File: src/rtl/mux_arb_val_rdy.sv
// mux_arb_val_rdy: N-input, W-bit arbitrating mux with val/rdy handshakes
// and a one-entry registered output stage.
// Build option MUX_ARB_VAL_RDY_RR_EN:
//   defined   -> round-robin arbitration with a priority pointer register.
//   undefined -> fixed priority, where the lowest asserted index wins.
module mux_arb_val_rdy #(
  parameter int p_nbits = 8,
  parameter int p_nreqs = 4
) (
  input  logic                         clk,
  input  logic                         reset,
  input  logic [p_nreqs-1:0]           in_val,
  output logic [p_nreqs-1:0]           in_rdy,
  input  logic [p_nreqs*p_nbits-1:0]   in_msg,
  output logic                         out_val,
  input  logic                         out_rdy,
  output logic [p_nbits-1:0]           out_msg,
  output logic [$clog2(p_nreqs)-1:0]   out_src
);

  localparam int c_sbits = $clog2(p_nreqs);

  logic                 out_val_q, out_val_d;
  logic [p_nbits-1:0]   out_msg_q, out_msg_d;
  logic [c_sbits-1:0]   out_src_q, out_src_d;
  logic [c_sbits-1:0]   ptr;
  logic [c_sbits:0]     pick_res;
  logic                 gnt_any;
  logic [c_sbits-1:0]   gnt_idx;
  logic [p_nreqs-1:0]   grant;
  logic                 can_load;
  logic                 in_xfer;
  logic                 out_xfer;

  // Return {found, index} of the first asserted valid, scanning upward
  // from the start index and wrapping past the top channel.
  function automatic logic [c_sbits:0] pick_first(
    input logic [c_sbits-1:0] start,
    input logic [p_nreqs-1:0] val
  );
    logic [c_sbits:0] res;
    int               idx;
    res = '0;
    // Scan from the farthest offset down so the nearest match is kept.
    for (int k = p_nreqs - 1; k >= 0; k--) begin
      idx = (int'(start) + k) % p_nreqs;
      if (val[idx]) res = {1'b1, c_sbits'(idx)};
    end
    return res;
  endfunction

`ifdef MUX_ARB_VAL_RDY_RR_EN
  logic [c_sbits-1:0] ptr_q, ptr_d;
  assign ptr = ptr_q;
`else
  assign ptr = '0;
`endif

  assign pick_res = pick_first(ptr, in_val);
  assign gnt_any  = pick_res[c_sbits];
  assign gnt_idx  = pick_res[c_sbits-1:0];
  assign can_load = !out_val_q || out_rdy;
  assign in_xfer  = gnt_any && can_load && !reset;
  assign out_xfer = out_val_q && out_rdy;

  // Form the one-hot grant and gate it into per-channel ready.
  always_comb begin
    grant = '0;
    if (gnt_any) grant[gnt_idx] = 1'b1;
    in_rdy = (can_load && !reset) ? grant : '0;
  end

  // Compute the next output-register contents and arbitration pointer.
  always_comb begin
    out_val_d = out_val_q;
    out_msg_d = out_msg_q;
    out_src_d = out_src_q;
`ifdef MUX_ARB_VAL_RDY_RR_EN
    ptr_d     = ptr_q;
`endif
    if (in_xfer) begin
      out_val_d = 1'b1;
      out_msg_d = in_msg[int'(gnt_idx)*p_nbits +: p_nbits];
      out_src_d = gnt_idx;
`ifdef MUX_ARB_VAL_RDY_RR_EN
      // The pointer moves only on an accepted input, so a stalled grant keeps its place.
      if (int'(gnt_idx) == p_nreqs - 1) ptr_d = '0;
      else                               ptr_d = gnt_idx + c_sbits'(1);
`endif
    end else if (out_xfer) begin
      out_val_d = 1'b0;
    end
  end

  // State registers; reset clears the held message and the pointer.
  always_ff @(posedge clk) begin
    if (reset) begin
      out_val_q <= 1'b0;
      out_msg_q <= '0;
      out_src_q <= '0;
`ifdef MUX_ARB_VAL_RDY_RR_EN
      ptr_q     <= '0;
`endif
    end else begin
      out_val_q <= out_val_d;
      out_msg_q <= out_msg_d;
      out_src_q <= out_src_d;
`ifdef MUX_ARB_VAL_RDY_RR_EN
      ptr_q     <= ptr_d;
`endif
    end
  end

  assign out_val = out_val_q;
  assign out_msg = out_msg_q;
  assign out_src = out_src_q;

endmodule
File: config.mk
export PLATFORM = sky130hd
export DESIGN_NAME = mux_arb_val_rdy
export DESIGN_NICKNAME = d
export VERILOG_FILES = /design/src/rtl/mux_arb_val_rdy.sv
export SDC_FILE = /design/constraint.sdc
export NUM_CORES = 1
export LEC_CHECK = 0
export CAP_MARGIN = 15
export CORE_ASPECT_RATIO = 1.1
export CORE_MARGIN = 1.5
export CORE_UTILIZATION = 39
export CTS_CLUSTER_DIAMETER = 120
export DETAILED_ROUTE_END_ITERATION = 12
export GPL_ROUTABILITY_DRIVEN = 0
export PLACE_DENSITY = 0.83
export SYNTH_ARGS = -nofsm -noshare
export SYNTH_HDL_FRONTEND = slang
export SYNTH_SLANG_ARGS = --single-unit
File: constraint.sdc
create_clock -name clk -period 1.9 [get_ports clk]
set_input_delay 0.19 -clock clk [delete_from_list [all_inputs] [get_ports clk]]
set_output_delay 0.19 -clock clk [all_outputs]
set_load 0.01 [all_outputs]
; Yosys cells after proc, flatten, opt, wreduce, memory -nomap -nowiden
; Cells that the tools add are included.
[word_totals]
regBits = 11
latch_bits = 0
mem_bits_rw = 0
mem_bits_ro = 0
input_bits = 39
out_inout_bits = 15
word_cells = 25
memories = 0
[classes]
add_sub_neg = 0
mul = 0
div_mod_pow = 0
n_lt_le_gt_ge = 2
n_eq_ne = 0
n_shift = 1
n_mux = 10
bitwise = 0
n_reduce_logical = 9
[op_table]
columns = cell, count
row1 = $shiftx 32x6->8, 1
row2 = $mux 3, 4
row3 = $mux 4, 2
row4 = $logic_and 1x1->1, 5
row5 = $lt 2x3->1 const B, 1
row6 = $mux 1, 3
row7 = $demux 1 s2, 1
row8 = $ge 2x1->1 const B, 1
row9 = $logic_not 1->1, 2
row10 = $reduce_bool 2->1, 1
row11 = $logic_or 1x1->1, 1

; Depth between registers and ports, before layout
[depth]
depth_word = 10
mapped_depth = 5

; Worst setup path before layout
; OpenSTA, ideal clock, no wires.
[synth_path]
path_kind = register to register
from = reg out_val_q, in the netlist out_val
to = reg out_src_q[0], in the netlist out_src[0]
setup_time_ns = 0.114
arrival_ns = 1.175
t_required_ns = 1.786
slack_ns = 0.611
path_stages_with_launch = 6
path_cell_list = dfxtp_1 -> nor2b_2 -> nor3_4 -> buf_6 -> mux2i_1 -> nor2_1
[synth_between]
elab_chain_cells = 4
[synth_rtl]
columns = element, line
row1 = "start, declared", 23  ; logic out_val_q, out_val_d;
row2 = "start signal, assigned", 105  ; out_val_q <= out_val_d;
row3 = $logic_not 1->1, 62  ; assign can_load = !out_val_q || out_rdy;
row4 = $logic_or 1x1->1, 62
row5 = $logic_and 1x1->1 (2 in series), 63  ; assign in_xfer = gnt_any && can_load && !reset;
row6 = "end signal, assigned", 107  ; out_src_q <= out_src_d;
row7 = "end, declared", 25  ; logic [c_sbits-1:0] out_src_q, out_src_d;
; Every way passes these cells.
; A chain may end at the register's enable or synchronous reset.

; Worst setup path after layout
[layout_path]
from = in out_rdy
to = out in_rdy[3]
[layout_between]
elab_chain_cells = 3
[layout_rtl]
columns = element, line
row1 = "start, declared", 16  ; input logic out_rdy,
row2 = $logic_or 1x1->1, 62
row3 = $logic_and 1x1->1, 70  ; in_rdy = (can_load && !reset) ? grant : '0;
row4 = $mux 4, 70
row5 = "end, declared", 13  ; output logic [p_nreqs-1:0] in_rdy,
; Every way passes these cells.

==> impl_metrics.env <==
export IMPL_async_flop_share=0
export IMPL_startpoint_type="input pin"
export IMPL_tns_ns=0
export IMPL_coreArea_um2=2060
export IMPL_grt_overflow_total=0
export IMPL_yosysUniqueCellTypes=28
export IMPL_ys_ff_latch=11
export IMPL_finClkSkew_ns=0.00248
export IMPL_worstSetupPathType="in -> out"
export IMPL_seqPwrFrac=0.369
export IMPL_synthCells=99
export IMPL_cp_startpoint="out_rdy"
export IMPL_worstSetupPathDepth=5
export IMPL_drc=0
export IMPL_wl_per_cell_um=14.7
export IMPL_yosysWarnings=0
export IMPL_post_route_cells_drive_above_1_share=0.150
export IMPL_setup_viol=0
export IMPL_ctsHoldBuffers=0
export IMPL_num_io_pins=54
export IMPL_synth_avg_cell_area_um2=8.85
export IMPL_cp_common_cell="clkdlybuf4s50_1"
export IMPL_htreeDepth=1
export IMPL_cap_violations=0
export IMPL_powerDensity_nw_per_um2=499
export IMPL_required_ns=1.71
export IMPL_grt_use_total=0.230
export IMPL_crit_path_top_delay_cell="clkdlybuf4s50_1"
export IMPL_place_area_um2=1430
export IMPL_intPower_uw=517
export IMPL_crit_chain="clkdlybuf4s50_1 > nor2b_4 > nor2_2 > and4b_1 > clkdlybuf4s50_1"
export IMPL_netlist_top_cells_area="dfxtp_1, a221oi_2, nor2b_1"
export IMPL_grt_pass1_vias=958
export IMPL_num_antenna_cells=0
export IMPL_hold_viol=0
export IMPL_p_comb_frac=0.409
export IMPL_drv_slew=0
export IMPL_cts_root_buf="clkbuf_4"
export IMPL_cts_sinks=11
export IMPL_syn_area_um2=876
export IMPL_ir_drop_uv=403
export IMPL_p_clk_frac=0.222
export IMPL_design_die_area_um2=2540
export IMPL_clk_pin_slew_worst_paths_ns=0.07
export IMPL_dr_pass1_iters=4
export IMPL_critPathBufInv=2
export IMPL_synth_seq_area_share=0.251
export IMPL_p_sw_uw=211
export IMPL_areaGrowthSynthToFinish_pct=66.7
export IMPL_cts_tree="built"
export IMPL_r2r_start="out_val$_SDFFE_PP0P_"
export IMPL_vias=935
export IMPL_critPathCapture="in_rdy[3]"
export IMPL_synth_edff_count=0
export IMPL_critPathTopFamily="buffers and inverters"
export IMPL_clockBufferDepth=2
export IMPL_synth_most_common_cell="nor2b_1"
export IMPL_netlist_top_cells_count="nor2b_1, dfxtp_1, a21oi_1"
export IMPL_hp_class="reg -> reg"
export IMPL_outcome="finished clean"
export IMPL_period_needed_ns=1.81
export IMPL_r2r_end="out_src[0]$_SDFFE_PP0P_"
export IMPL_pre_cts_ws_ns=-0.0939
export IMPL_drtIter0Drc=12
export IMPL_synth_area_leader_cell="dfxtp_1"
export IMPL_cp_end_kind="output pin"
export IMPL_design_area_um2=1460
export IMPL_synth_top_area_share=0.251
export IMPL_io_buffers=53
export IMPL_reg2reg_setup_slack_ns=0.47
export IMPL_synth_ff_type="dfxtp_1"
export IMPL_grt_max_degree=18
export IMPL_die_h_um=52.7
export IMPL_fp_dieW_um=48.2
export IMPL_slew_headroom=0.401
export IMPL_postRouteWirelength_um=2670
export IMPL_post_dp_hpwl_um=2000
export IMPL_clk_latency_ns=0.27
export IMPL_cts_setup_buffers=0
export IMPL_fmax_ghz=0.553
export IMPL_fin_crit_sh=0.952
export IMPL_fin_nets=193
export IMPL_syn_nets=138
export IMPL_start_util=0.424
export IMPL_grt_pass1_wl_um=4100
export IMPL_rr_worst_depth=4
export IMPL_antenna_found_initial=0
export IMPL_cpPeakStageDelay_ns=0.53
export IMPL_numCtsBuffers=3
export IMPL_num_rows=17
export IMPL_ant_nets=0
export IMPL_layout_setup_ws_ns=0.0920
export IMPL_cp_arrival_ns=1.62
export IMPL_via_per_inst=5.17
export IMPL_leakage_uw=0.000580
export IMPL_tightest_slew_ns=0.896
export IMPL_p_sw_frac=0.290
export IMPL_path_max_fanout=5
## final cells by class
| cell class | count | area, um^2 |
|---|---|---|
| Inverter | 1 | 3.75 |
| Timing Repair Buffer | 59 | 573 |
| Clock buffer | 4 | 26.3 |
| Sequential cell | 11 | 220 |
| Fill cell | 167 | 603 |
| Tap cell | 28 | 35.0 |
| Multi-Input combinational cell | 78 | 602 |
## tightest hold or removal path, stage by stage, from the launching register on
cell,delay (ns)
dfxtp_1,0.31
nand2b_1,0.06
a21oi_1,0.06
## placed cells by master (no fill, tap or decap), types with 2 or more instances in the layout
cell             count
a21o_1               8
nor2b_1             18
nor3b_1              7
nand2b_1             2
dlygate4sd2_1        2
clkbuf_4             3
a221oi_2             8
clkdlybuf4s50_1     51
o22ai_1              8
buf_4                6
a21oi_1             10
dfxtp_1             11
nor2_1               3
## layer usage
metal / wire, um / up-vias / global-route usage
met2: 1270 / 32 / 0.366
li1: - / 475 / -
met3: 175 / 6 / 0.0448
met5: 0 / - / 0
met1: 1180 / 422 / 0.292
met4: 42 / 0 / 0.0946
## logic make-up after synthesis
kind of cell,after synthesis,share of synthesized area
AOI/OAI and AO/OA,35,0.326
and+or+nand+nor,42,0.341
muxes,1,0.0114
buffers and inverters,10,0.0700
DFF,11,0.251
## worst min path at each step
stage               slack [ns]                      end  depth (start not counted)                     from
floorplan                 0.37  out_src[1]$_SDFFE_PP0P_                          2                    reset
global placement          0.46  out_src[1]$_SDFFE_PP0P_                          2  out_src[1]$_SDFFE_PP0P_
detailed placement        0.47  out_src[1]$_SDFFE_PP0P_                          2  out_src[1]$_SDFFE_PP0P_
CTS                       0.48  out_src[1]$_SDFFE_PP0P_                          2  out_src[1]$_SDFFE_PP0P_
global route              0.54  out_src[1]$_SDFFE_PP0P_                          2  out_src[1]$_SDFFE_PP0P_
finish                    0.47  out_src[1]$_SDFFE_PP0P_                          2  out_src[1]$_SDFFE_PP0P_
## flip-flops by register name (all words and copies together) (netlist names)
| register | flops |
|---|---|
| out_src | 2 |
| out_msg | 8 |
| out_val | 1 |
## power by group through the flow
stage | Clock [uW] | Combinational (uW) | Sequential, uW
after floorplan | 0 | 123 | 282
after global placement | 0 | 292 | 273
after detailed placement | 0 | 297 | 273
after CTS | 169 | 297 | 268
after global routing | 177 | 321 | 271
final | 162 | 298 | 268
## metrics by stage
stage / hold slack, ns / std cells / total power, uW / utilization
after floorplan: 0.368 / 99 / 405 / -
after global placement: 0.464 / 177 / 565 / 0.693
after detailed placement: 0.467 / 177 / 569 / 0.693
after CTS: 0.478 / 181 / 735 / 0.704
after global routing: 0.537 / 181 / 769 / 0.708
final: 0.475 / 181 / 728 / 0.708
## timing repair
action,4_1_cts,5_1_grt
pin swaps,0,0
gates resized for setup,2,2
setup endpoints to repair,2,3
Note: power is estimated with default switching activity, not from simulation.
